[src/rtl/dmem_arb_pkg.sv]
// Shared types and decode helpers for the data-memory port arbiter.
// Latency: none (types, constants and a pure function).
// Backpressure: not applicable.
package dmem_arb_pkg;

    localparam logic [2:0] F3_B  = 3'd0;
    localparam logic [2:0] F3_H  = 3'd1;
    localparam logic [2:0] F3_W  = 3'd2;
    localparam logic [2:0] F3_BU = 3'd4;
    localparam logic [2:0] F3_HU = 3'd5;

    typedef enum logic {
        NORMAL = 1'b0,
        FORCE1 = 1'b1
    } arb_state_t;

    // Legal = funct3 encodes a real RV32 load/store and the address is naturally aligned.
    function automatic logic is_legal(input logic write, input logic [2:0] funct3,
                                      input logic [1:0] addr_lo);
        logic ok_f3;
        logic ok_al;
        if (write) begin
            ok_f3 = (funct3 == F3_B) || (funct3 == F3_H) || (funct3 == F3_W);
        end else begin
            ok_f3 = (funct3 == F3_B) || (funct3 == F3_H) || (funct3 == F3_W) ||
                    (funct3 == F3_BU) || (funct3 == F3_HU);
        end
        case (funct3)
            F3_H, F3_HU: ok_al = ~addr_lo[0];
            F3_W:        ok_al = (addr_lo == 2'b00);
            default:     ok_al = 1'b1;
        endcase
        return ok_f3 && ok_al;
    endfunction

endpackage

[src/rtl/dmem_access_check.sv]
// Combinational legality decode for one load/store request.
// Latency: 0 cycles (pure combinational).
// Backpressure: none; result is valid whenever its inputs are.
module dmem_access_check
    import dmem_arb_pkg::*;
(
    input  logic       write_i,
    input  logic [2:0] funct3_i,
    input  logic [1:0] addr_lo_i,
    output logic       legal_o
);

    // Single shared decode so the trap logic and the arbiter can never disagree.
    always_comb begin
        legal_o = is_legal(write_i, funct3_i, addr_lo_i);
    end

endmodule

[src/rtl/dmem_port_arbiter.sv]
// Two-port arbiter in front of the single-port data memory, with legality filtering.
// Latency: grant is combinational; the response is registered and appears 1 cycle after accept.
// Backpressure: pXReady is the grant; p0 has priority except when p1 has waited STARVE_LIMIT cycles.
module dmem_port_arbiter
    import dmem_arb_pkg::*;
#(
    parameter int STARVE_LIMIT = 4,
    parameter int CNT_W        = 3
) (
    input  logic        clk,
    input  logic        rst_n,
    input  logic        p0Valid,
    output logic        p0Ready,
    input  logic        p0Write,
    input  logic [2:0]  p0Funct3,
    input  logic [31:0] p0Addr,
    input  logic [31:0] p0WData,
    output logic        p0RValid,
    output logic [31:0] p0RData,
    output logic        p0Err,
    input  logic        p1Valid,
    output logic        p1Ready,
    input  logic        p1Write,
    input  logic [2:0]  p1Funct3,
    input  logic [31:0] p1Addr,
    input  logic [31:0] p1WData,
    output logic        p1RValid,
    output logic [31:0] p1RData,
    output logic        p1Err,
    output logic [31:0] memAddress,
    output logic        memReadMemory,
    output logic        memWriteMemory,
    output logic [2:0]  memFunct3,
    output logic [31:0] memWriteData,
    input  logic [31:0] memReadData
);

    localparam logic [CNT_W-1:0] LIMIT_CNT = CNT_W'(STARVE_LIMIT);

    arb_state_t       state_q, state_d;
    logic [CNT_W-1:0] starve_q, starve_d;
    logic             gnt0, gnt1, any_gnt, legal, go;
    logic             sel_write;
    logic [2:0]       sel_funct3;
    logic [31:0]      sel_addr, sel_wdata, resp_data;
    logic             p0_rvld_q, p0_err_q, p1_rvld_q, p1_err_q;
    logic [31:0]      p0_rdat_q, p1_rdat_q;

    // Grant: p0 first in NORMAL, p1 first in FORCE1; at most one winner per cycle.
    always_comb begin
        gnt0 = 1'b0;
        gnt1 = 1'b0;
        if (state_q == FORCE1) begin
            if (p1Valid)      gnt1 = 1'b1;
            else if (p0Valid) gnt0 = 1'b1;
        end else begin
            if (p0Valid)      gnt0 = 1'b1;
            else if (p1Valid) gnt1 = 1'b1;
        end
    end

    assign p0Ready    = gnt0;
    assign p1Ready    = gnt1;
    assign any_gnt    = gnt0 | gnt1;
    assign sel_write  = gnt1 ? p1Write  : p0Write;
    assign sel_funct3 = gnt1 ? p1Funct3 : p0Funct3;
    assign sel_addr   = gnt1 ? p1Addr   : p0Addr;
    assign sel_wdata  = gnt1 ? p1WData  : p0WData;

    dmem_access_check u_check (
        .write_i   (sel_write),
        .funct3_i  (sel_funct3),
        .addr_lo_i (sel_addr[1:0]),
        .legal_o   (legal)
    );

    assign go = any_gnt & legal;

    // Memory side sees nothing at all unless a legal request won this cycle.
    always_comb begin
        memAddress     = '0;
        memReadMemory  = 1'b0;
        memWriteMemory = 1'b0;
        memFunct3      = '0;
        memWriteData   = '0;
        if (go) begin
            memAddress     = sel_addr;
            memReadMemory  = ~sel_write;
            memWriteMemory = sel_write;
            memFunct3      = sel_funct3;
            memWriteData   = sel_wdata;
        end
    end

    // Starve counter and FSM next state; FORCE1 always lasts one cycle since it either grants or idles.
    always_comb begin
        starve_d = starve_q;
        state_d  = state_q;
        if (!p1Valid || gnt1) begin
            starve_d = '0;
        end else if (starve_q != {CNT_W{1'b1}}) begin
            starve_d = starve_q + 1'b1;
        end
        case (state_q)
            NORMAL:  if (starve_d == LIMIT_CNT) state_d = FORCE1;
            FORCE1:  state_d = NORMAL;
            default: state_d = NORMAL;
        endcase
    end

    // Arbitration state registers.
    always_ff @(posedge clk) begin
        if (!rst_n) begin
            state_q  <= NORMAL;
            starve_q <= '0;
        end else begin
            state_q  <= state_d;
            starve_q <= starve_d;
        end
    end

    // Stores and rejected requests return zero data; loads return the memory word.
    assign resp_data = (legal && !sel_write) ? memReadData : 32'h0;

    // Response registers: only the winner's data/err update; both valids pulse for one cycle only.
    always_ff @(posedge clk) begin
        if (!rst_n) begin
            p0_rvld_q <= 1'b0;
            p0_rdat_q <= '0;
            p0_err_q  <= 1'b0;
            p1_rvld_q <= 1'b0;
            p1_rdat_q <= '0;
            p1_err_q  <= 1'b0;
        end else begin
            p0_rvld_q <= gnt0;
            p1_rvld_q <= gnt1;
            if (gnt0) begin
                p0_rdat_q <= resp_data;
                p0_err_q  <= ~legal;
            end
            if (gnt1) begin
                p1_rdat_q <= resp_data;
                p1_err_q  <= ~legal;
            end
        end
    end

    assign p0RValid = p0_rvld_q;
    assign p0RData  = p0_rdat_q;
    assign p0Err    = p0_err_q;
    assign p1RValid = p1_rvld_q;
    assign p1RData  = p1_rdat_q;
    assign p1Err    = p1_err_q;

endmodule
[config.mk]
export PLATFORM = sky130hd
export DESIGN_NAME = dmem_port_arbiter
export DESIGN_NICKNAME = d
export VERILOG_FILES = /design/src/rtl/dmem_arb_pkg.sv /design/src/rtl/dmem_access_check.sv /design/src/rtl/dmem_port_arbiter.sv
export SDC_FILE = /design/constraint.sdc
export NUM_CORES = 1
export LEC_CHECK = 0
export ABC_AREA = 1
export BUFFER_PORTS_ARGS = -buffer_cell sky130_fd_sc_hd__buf_2
export CORE_AREA = 2 2 120 122
export CTS_CLUSTER_SIZE = 20
export DETAILED_ROUTE_END_ITERATION = 10
export DIE_AREA = 0 0 122 124
export PLACE_DENSITY = 0.69
export REMOVE_ABC_BUFFERS = 1
export SETUP_SLACK_MARGIN = 0.5
export SYNTH_ARGS = -nofsm -noshare
export SYNTH_HDL_FRONTEND = slang
export SYNTH_SLANG_ARGS = --single-unit
[constraint.sdc]
create_clock -name clk -period 2.2 [get_ports clk]
set_input_delay 0.22 -clock clk [delete_from_list [all_inputs] [get_ports clk]]
set_output_delay 0.22 -clock clk [all_outputs]
set_load 0.05 [all_outputs]
### Word-level counts from Yosys, hierarchy flattened

Cells that the tools add are included.

* bits in registers: 72
* output and inout port bits: 139
* logic and storage cells: 55

* $add $sub $neg: 1
* equality and inequality tests: 6
* multiplexer cells: 22
* bitwise gates (word level): 6
* reductions and logical operators: 12

Operators with widths (count)
* 32-bit 2-to-1 mux: 5
* 3-bit 2-to-1 mux: 4
* 1-bit 2-to-1 mux: 11
* 3-bit == test (second input constant): 3
* 1-bit logical OR: 5
* 1-bit NOT: 4
* 1-bit case mux with 2 select lines: 2
* 3-bit by 1-bit adder with 3-bit output (second input constant): 1
* 3-bit by 1-bit == test with 1-bit output (second input constant): 1
* 3-bit by 2-bit == test with 1-bit output (second input constant): 1
* 3-bit zero test: 1
* 3-bit != test (second input constant): 1
* 1-bit logical AND: 2
* 1-bit zero test: 2
* 2-bit zero test: 1
* 2-bit OR reduction: 1
* 1-bit bitwise AND: 1
* 1-bit bitwise OR: 1

### Depth between registers and ports, before layout

Gate-level depths: netlist of the first run.

* word-level depth: 13
* depth in mapped cells: 15

### By module

Synthesis of the first run repeated with hierarchy kept, for this count alone.

* cells, all modules: 539
* area total of the unflattened synthesis: 3664.8 µm²

By module, submodules not included
* dmem_port_arbiter: instances 1, cells an instance 530, area an instance 3628.5 µm²
* dmem_access_check: instances 1, cells an instance 9, area an instance 36.3 µm²

### Worst setup path after synthesis of the first run

Ideal clock, no wire load.

* path kind: register to output
* start point: register state_q
* end point: output memAddress[0]
* arrival: 2.010 ns
* data required time: 1.980 ns
* slack: -0.030 ns
* cell stages (with the launch flop): 14
* path buffers: 2
* path through: dfxtp_1 inv_1 nand2_2 nand2_2 buf_6 nand2_1 nand2_1 nand3_1 nand2_1 nand2_2 inv_2 o21ai_2 buf_2 nor2_1

* longest elaborated chain between the ends: 11

Ends and longest elaborated chain
* start: declaration: RTL line dmem_port_arbiter.sv:40 `arb_state_t state_q, state_d;`
* start signal: assignment: RTL line dmem_port_arbiter.sv:117 `state_q <= state_d;`
* 1-bit 2-to-1 mux: RTL line dmem_port_arbiter.sv:53 `if (state_q == FORCE1) begin`
* 3-bit 2-to-1 mux: RTL line dmem_port_arbiter.sv:66 `assign sel_funct3 = gnt1 ? p1Funct3 : p0Funct3;`
* 3-bit by 1-bit == test with 1-bit output / 3-bit zero test (equally long branches): RTL line dmem_arb_pkg.sv:23, dmem_arb_pkg.sv:25, dmem_arb_pkg.sv:28
* 1-bit logical OR (2 in a row): RTL line dmem_arb_pkg.sv:23, dmem_arb_pkg.sv:25
* 1-bit logical OR: RTL line dmem_arb_pkg.sv:25 `ok_f3 = (funct3 == F3_B) || (funct3 == F3_H) || (funct3 == F3_W) ||`
* 1-bit logical OR: RTL line dmem_arb_pkg.sv:26 `(funct3 == F3_BU) || (funct3 == F3_HU);`
* 1-bit 2-to-1 mux: RTL line dmem_arb_pkg.sv:22 `if (write) begin`
* 1-bit logical AND: RTL line dmem_arb_pkg.sv:33 `return ok_f3 && ok_al;`
* 1-bit bitwise AND: RTL line dmem_port_arbiter.sv:77 `assign go = any_gnt & legal;`
* 32-bit 2-to-1 mux *: RTL line dmem_port_arbiter.sv:86 `if (go) begin`
* end: declaration: RTL line dmem_port_arbiter.sv:30 `output logic [31:0] memAddress,`

Every way passes the cells marked *; elsewhere a longest branch is shown, timed or not.

### Final worst setup path of the first run

* start point: register state_q
* end point: output memWriteData[13]

* longest elaborated chain between the ends: 11

Ends and longest elaborated chain
* 1-bit 2-to-1 mux: RTL line dmem_port_arbiter.sv:53
* 3-bit 2-to-1 mux: RTL line dmem_port_arbiter.sv:66
* 3-bit by 1-bit == test with 1-bit output / 3-bit zero test (equally long branches): RTL line dmem_arb_pkg.sv:23, dmem_arb_pkg.sv:25, dmem_arb_pkg.sv:28
* 1-bit logical OR (2 in a row): RTL line dmem_arb_pkg.sv:23, dmem_arb_pkg.sv:25
* 1-bit logical OR: RTL line dmem_arb_pkg.sv:25
* 1-bit logical OR: RTL line dmem_arb_pkg.sv:26
* 1-bit 2-to-1 mux: RTL line dmem_arb_pkg.sv:22
* 1-bit logical AND: RTL line dmem_arb_pkg.sv:33
* 1-bit bitwise AND: RTL line dmem_port_arbiter.sv:77
* 32-bit 2-to-1 mux *: RTL line dmem_port_arbiter.sv:86
* end: declaration: RTL line dmem_port_arbiter.sv:34 `output logic [31:0] memWriteData,`

Marks and branches as above.

==> results of run 1 <==
[through the flow]
step | hold slack (ns) | util
2_1_floorplan | 0.358 | -
3_3_place_gp | 0.513 | 0.429
3_5_place_dp | 0.515 | 0.429
4_1_cts | 0.180 | 0.545
5_1_grt | 0.195 | 0.580
6_report | 0.190 | 0.580
[registers in the layout, summed over array words and instances (netlist names)]
register and flops:
p0Err 1, p1RData 32, starve_q 3, p1RValid 1, p0RData 32, p0RValid 1
state_q 1, p1Err 1
[where the power goes]
part           internal (uW)  switching [uW]  leakage, uW
sequential              1380            34.2     0.000593
clock                    786             517     0.000136
combinational            759            1270      0.00345
total                   2920            1820      0.00418
[cells in the mapped netlist, types with 3 or more instances]
cell type  instances  area, um^2
a21oi_1           66         330
buf_1              4        15.0
buf_2             14        70.1
buf_6              4        45.0
clkbuf_1          31         116
dfxtp_1           72        1440
inv_1             79         297
nand2_1          209         785
nand2_2            3        18.8
nand3_1            5        25.0
nand3b_1           4        30.0
nand4_1           32         200
nor2_1            58         218
nor2_2            20         125
o21ai_0           67         335
[cell families (layout without fill, tap and decap cells)]
logic type / Yosys count / count (layout) / synth area share
AOI/OAI and AO/OA: 136 / 137 / 0.167
xor gates and xnor gates: 1 / 1 / 0.00213
adders and majority gates: 1 / 1 / 0.00304
buffers and inverters: 133 / 481 / 0.133
DFF: 72 / 72 / 0.351
other: 0 / 5 / 0
and+or+nand+nor: 333 / 334 / 0.344
[timing repair]
| action | 4_1_cts | 5_1_grt |
|---|---|---|
| setup endpoints to repair | 135 | 135 |
| pin swaps | 8 | 30 |
| gates cloned | 10 | 5 |
| gates resized for setup | 264 | 68 |
| setup buffers | 30 | 12 |
[routing by layer]
metal / share of wire / GRT usage / wire length, um
met5: 0.00060 / 0 / 12
met1: 0.38 / 0.261 / 7560
met4: 0.031 / 0.121 / 630
met3: 0.087 / 0.0696 / 1750
met2: 0.50 / 0.408 / 10100
[final timing paths]
check | from | slack [ns] | depth (start not counted) | end
hold reg to reg | p1RData[13] | 0.54 | 2 | p1RData[13]
setup / recovery | state_q | -0.20 | 15 | memWriteData[13]
hold / removal | memReadData[25] | 0.19 | 3 | p1RData[25]
setup reg to reg | state_q | 0.02 | 17 | p0RData[7]
[worst reg2reg max path: stages, from the launching register on]
cell and delay (ns):
dfxtp_2 0.32, inv_2 0.04, nand2_4 0.11, buf_6 0.15, nand2_8 0.07, nand2_4 0.07, nand2_2 0.06, nand2_2 0.07
nand2_4 0.06, buf_6 0.12, buf_4 0.11, buf_4 0.12, buf_4 0.12, buf_4 0.12, buf_6 0.13, clkbuf_16 0.17
nand4_1 0.14, a21oi_1 0.08
[cell type report]
cell class              instances  area, um^2  share of cell area
clock inverters                 4        20.0             0.00251
flip-flops and latches         72        1440               0.181
clock buffers                  12         246              0.0310
multi-input cells             473        2620               0.328
repair buffers                385        3080               0.387
well taps                     180         225              0.0283
diodes                          5        12.5             0.00157
inverters                      80         323              0.0405
==> metrics.txt, run 1 <==
final hold vios=0; Tcrit/Tclk final=1.09; Clock Latency Late Sink=~0.33 ns; synthesis-to-layout area growth=93.8%; flip-flop and latch count after synthesis=72; Die Wd=122 um; Final Non-Filler Cells=around 1200; max-slew violations=0; worst clock skew=~0.0038 ns; Post-Layout Inst Area=between 7000 and 8000 um^2; GPL Wtd Cong=0.886; commonest non-fill, non-tap cell in the layout=buf_2; final setup violation count=69; Ys Warns=0; FFs w/ async S/R, synth=0; CORE AREA=13700 um^2; RSZ-0062 raised after global routing=yes; Mapped Area=roughly 4000 um^2; post-synthesis cell type count=23; min Tclk post-route=between 2 and 2.5 ns; max-cap viol count=0; family with the most delay on the worst path=buffers and inverters; Max Fclk=around 420 MHz; Longest Clk Path Bufs=2; number of iterations in the first detailed-routing pass=5; sequential share of the synthesized area=0.351; failing checks=negative setup slack; max incr delay on CP=between 0.3 and 0.4 ns; peak supply drop=0.535 mV; outcome=finished with violations; min-delay worst type=in2reg; clock tree sinks=around 70; largest net degree at the start of global routing=slightly below 50; aggregate negative setup slack=-8.76 ns; Setup CP Type=reg2out; leakage=~0.0042 uW; FP Rows=43; Total GRT Usage=0.235; PD cells=596 nW/um^2; # IOs=just over 300; Most common cell on crit path=buf_6; Post-synth EDFFs=0; CP endpoint kind=output port; Net count, final=about 1200; Placed Area=between 5000 and 6000 um^2; cells after synthesis=676; Routed WL=between 20 and 25 mm; PnR Total Power=~4700 uW; Slew HR=0.626; Critical Path Source Type=register; first-pass GRT wire length=approximately 28 mm; I/O Buffers=310; wire length per cell=16.6 um; initial DRC count=332; Vias/cell=4.83; Die Area=15100 um^2; Initial Util=0.299; HPWL Detailed=12.0 mm; Place WS=-0.0877 ns; share of cells above drive strength 1=0.487; most frequent cells in the layout=buf_2 (240), nand2_1 (198), inv_1 (76), dfxtp_1 (71), o21ai_0 (66); worst path required time=1.98 ns; Vert. Die Dim=124 um; vias in the first global route=around 5500; H-tree levels=3; CP Max Fanout=6; Routed Antenna Nets=0; Worst Path Buf+Inv=6; clk slew on worst S/H paths=roughly 0.05 ns; Slew @ Worst Pin=around 0.56 ns; via count=about 5800; Arrival @ worst endpoint=roughly 2.2 ns; # hold bufs at CTS=0; slowest CP cell=dfxtp_2; Fill cells=around 1200; Residual DRC=0; min setup slack post-route=-0.204 ns; root buf cell=clkbuf_16; initial antenna violation count=6; DP Cell Count=about 1100; Top FF cell, synth=dfxtp_1; CP cell instances=inv_2, nand2_4, buf_6, nand3_1, nand2_1, nand2_1, nand2_1, nand2_2, nand2_4, inv_6, o21ai_4, buf_6, buf_6, nor2_2, buf_6; CTS tree=yes; total gr overflow=0; TritonCTS Buffers=9; synthesized area per cell=between 6 and 7 um^2
No activity file was read; power rests on OpenSTA's default activity.
==> run 2: changes to the inputs <==
Settings changed: REMOVE_ABC_BUFFERS 1 to not set.
==> metrics.txt, run 2 (same netlist as run 1, synthesis figures left out) <==
worst clock skew=approximately 0.0053 ns; leakage=about 0.0040 uW; min Tclk post-route=roughly 2.4 ns; final setup violation count=roughly 70; CP endpoint kind=output port; outcome=finished with violations; min-delay worst type=in2reg; Arrival @ worst endpoint=2.14 ns; clock tree sinks=between 70 and 80; Most common cell on crit path=nand2_1; failing checks=negative setup slack; Net count, final=1167; share of cells above drive strength 1=0.464; PD cells=602 nW/um^2; Residual DRC=0; FP Rows=43; Longest Clk Path Bufs=2; max-cap viol count=0; vias in the first global route=approximately 5300; slowest CP cell=buf_4; Critical Path Source Type=register; CORE AREA=13700 um^2; TritonCTS Buffers=9; RSZ-0062 raised after global routing=yes; Initial Util=0.299; Clock Latency Late Sink=about 0.32 ns; peak supply drop=between 0.4 and 0.5 mV; commonest non-fill, non-tap cell in the layout=buf_2; worst path required time=approximately 2 ns; Slew @ Worst Pin=approximately 0.57 ns; GPL Wtd Cong=0.838; Tcrit/Tclk final=1.07; final hold vios=0; max incr delay on CP=approximately 0.42 ns; Die Area=between 15000 and 20000 um^2; CTS tree=yes; Setup CP Type=reg2out; wire length per cell=between 15 and 20 um; Routed WL=approximately 19 mm; total gr overflow=0; HPWL Detailed=~12 mm; Slew HR=0.617; R2R cell count=10; R2R Path End=p1RData[14]; root buf cell=clkbuf_16; I/O Buffers=310; CP Max Fanout=46; synthesis-to-layout area growth=90.4%; crit path to=memWriteData[16]; syn_nets=about 850; Total GRT Usage=0.221; # IOs=311; Die Wd=122 um; initial antenna violation count=8; Max Fclk=approximately 420 MHz; min setup slack post-route=-0.158 ns; H-tree levels=3; via count=5714; Routed Antenna Nets=0; number of iterations in the first detailed-routing pass=7; first-pass GRT wire length=around 26 mm; Post-Layout Inst Area=7830 um^2; most frequent cells in the layout=buf_2 (240), nand2_1 (197), inv_1 (76), dfxtp_1 (71), nor2_4 (68); CP cell instances=inv_4, nand2_8, nand2_4, buf_4, nand2_1, nand2_1, inv_1, nor2_4, buf_8; Vert. Die Dim=124 um; Util after Layout=0.570; Vias/cell=between 4 and 5; clk slew on worst S/H paths=approximately 0.050 ns; initial DRC count=roughly 340; FF-to-FF setup slack=around 0.46 ns; reg-to-reg startpoint=state_q; max-slew violations=0; crit path from=state_q; Placed Area=around 6300 um^2; largest net degree at the start of global routing=between 60 and 70
==> run 2: layer usage <==
layer	global-route usage	share of wire	vias to the layer above
li1	-	-	2784
met1	0.249	0.38	2592
met2	0.379	0.48	283
met3	0.0650	0.10	55
met4	0.116	0.044	0
met5	0	0	-
==> run 2: layout make-up <==
cell class	count	area, um^2
well taps	180	225
inverters	80	310
flip-flops and latches	72	1440
clock inverters	3	17.5
clock buffers	13	250
multi-input cells	473	2690
diodes	8	20.0
repair buffers	358	2870
fillers	1208	5890
==> run 2: worst min-delay path by stage <==
stage | from | end | slack, ns | cells after the start
2_1_floorplan | memReadData[14] | p0RData[14] | 0.41 | 2
3_3_place_gp | state_q | state_q | 0.51 | 3
3_5_place_dp | state_q | state_q | 0.52 | 3
4_1_cts | memReadData[1] | p0RData[1] | 0.18 | 3
5_1_grt | memReadData[23] | p0RData[23] | 0.20 | 3
6_report | memReadData[1] | p0RData[1] | 0.19 | 3
==> run 2: through the flow <==
step | power (uW) | setup WS (ns) | setup TNS, ns | std cells | hold WS (ns)
2_1_floorplan | 2580 | 0.238 | 0 | 676 | 0.407
3_3_place_gp | 3010 | 0.0944 | 0 | 1133 | 0.511
3_5_place_dp | 3020 | 0.0670 | 0 | 1133 | 0.515
4_1_cts | 4630 | -0.0126 | -0.151 | 1170 | 0.181
5_1_grt | 4920 | -0.241 | -11.30 | 1185 | 0.197
6_report | 4710 | -0.158 | -4.32 | 1187 | 0.189
==> run 2: repair_timing <==
| action | CTS | global route |
|---|---|---|
| setup endpoints to repair | 135 | 136 |
| setup buffers | 11 | 6 |
| gates resized for setup | 177 | 42 |
| hold buffers | 0 | 0 |
| gates cloned | 10 | 3 |
| pin swaps | 8 | 6 |
==> run 2: power by group <==
| part | leakage [uW] | switching [uW] | total (uW) | internal (uW) |
|---|---|---|---|---|
| clock | 0.000130 | 511 | 1300 | 790 |
| sequential | 0.000593 | 34.5 | 1410 | 1380 |
| combinational | 0.00332 | 1270 | 2000 | 732 |
==> run 2: worst max-delay path: cells and delay by family, from the launching register on <==
kind / cells / cell delay (ns)
flip-flops: 1 / 0.32
buffers and inverters: 4 / 0.74
AND/OR/NAND/NOR: 5 / 0.73
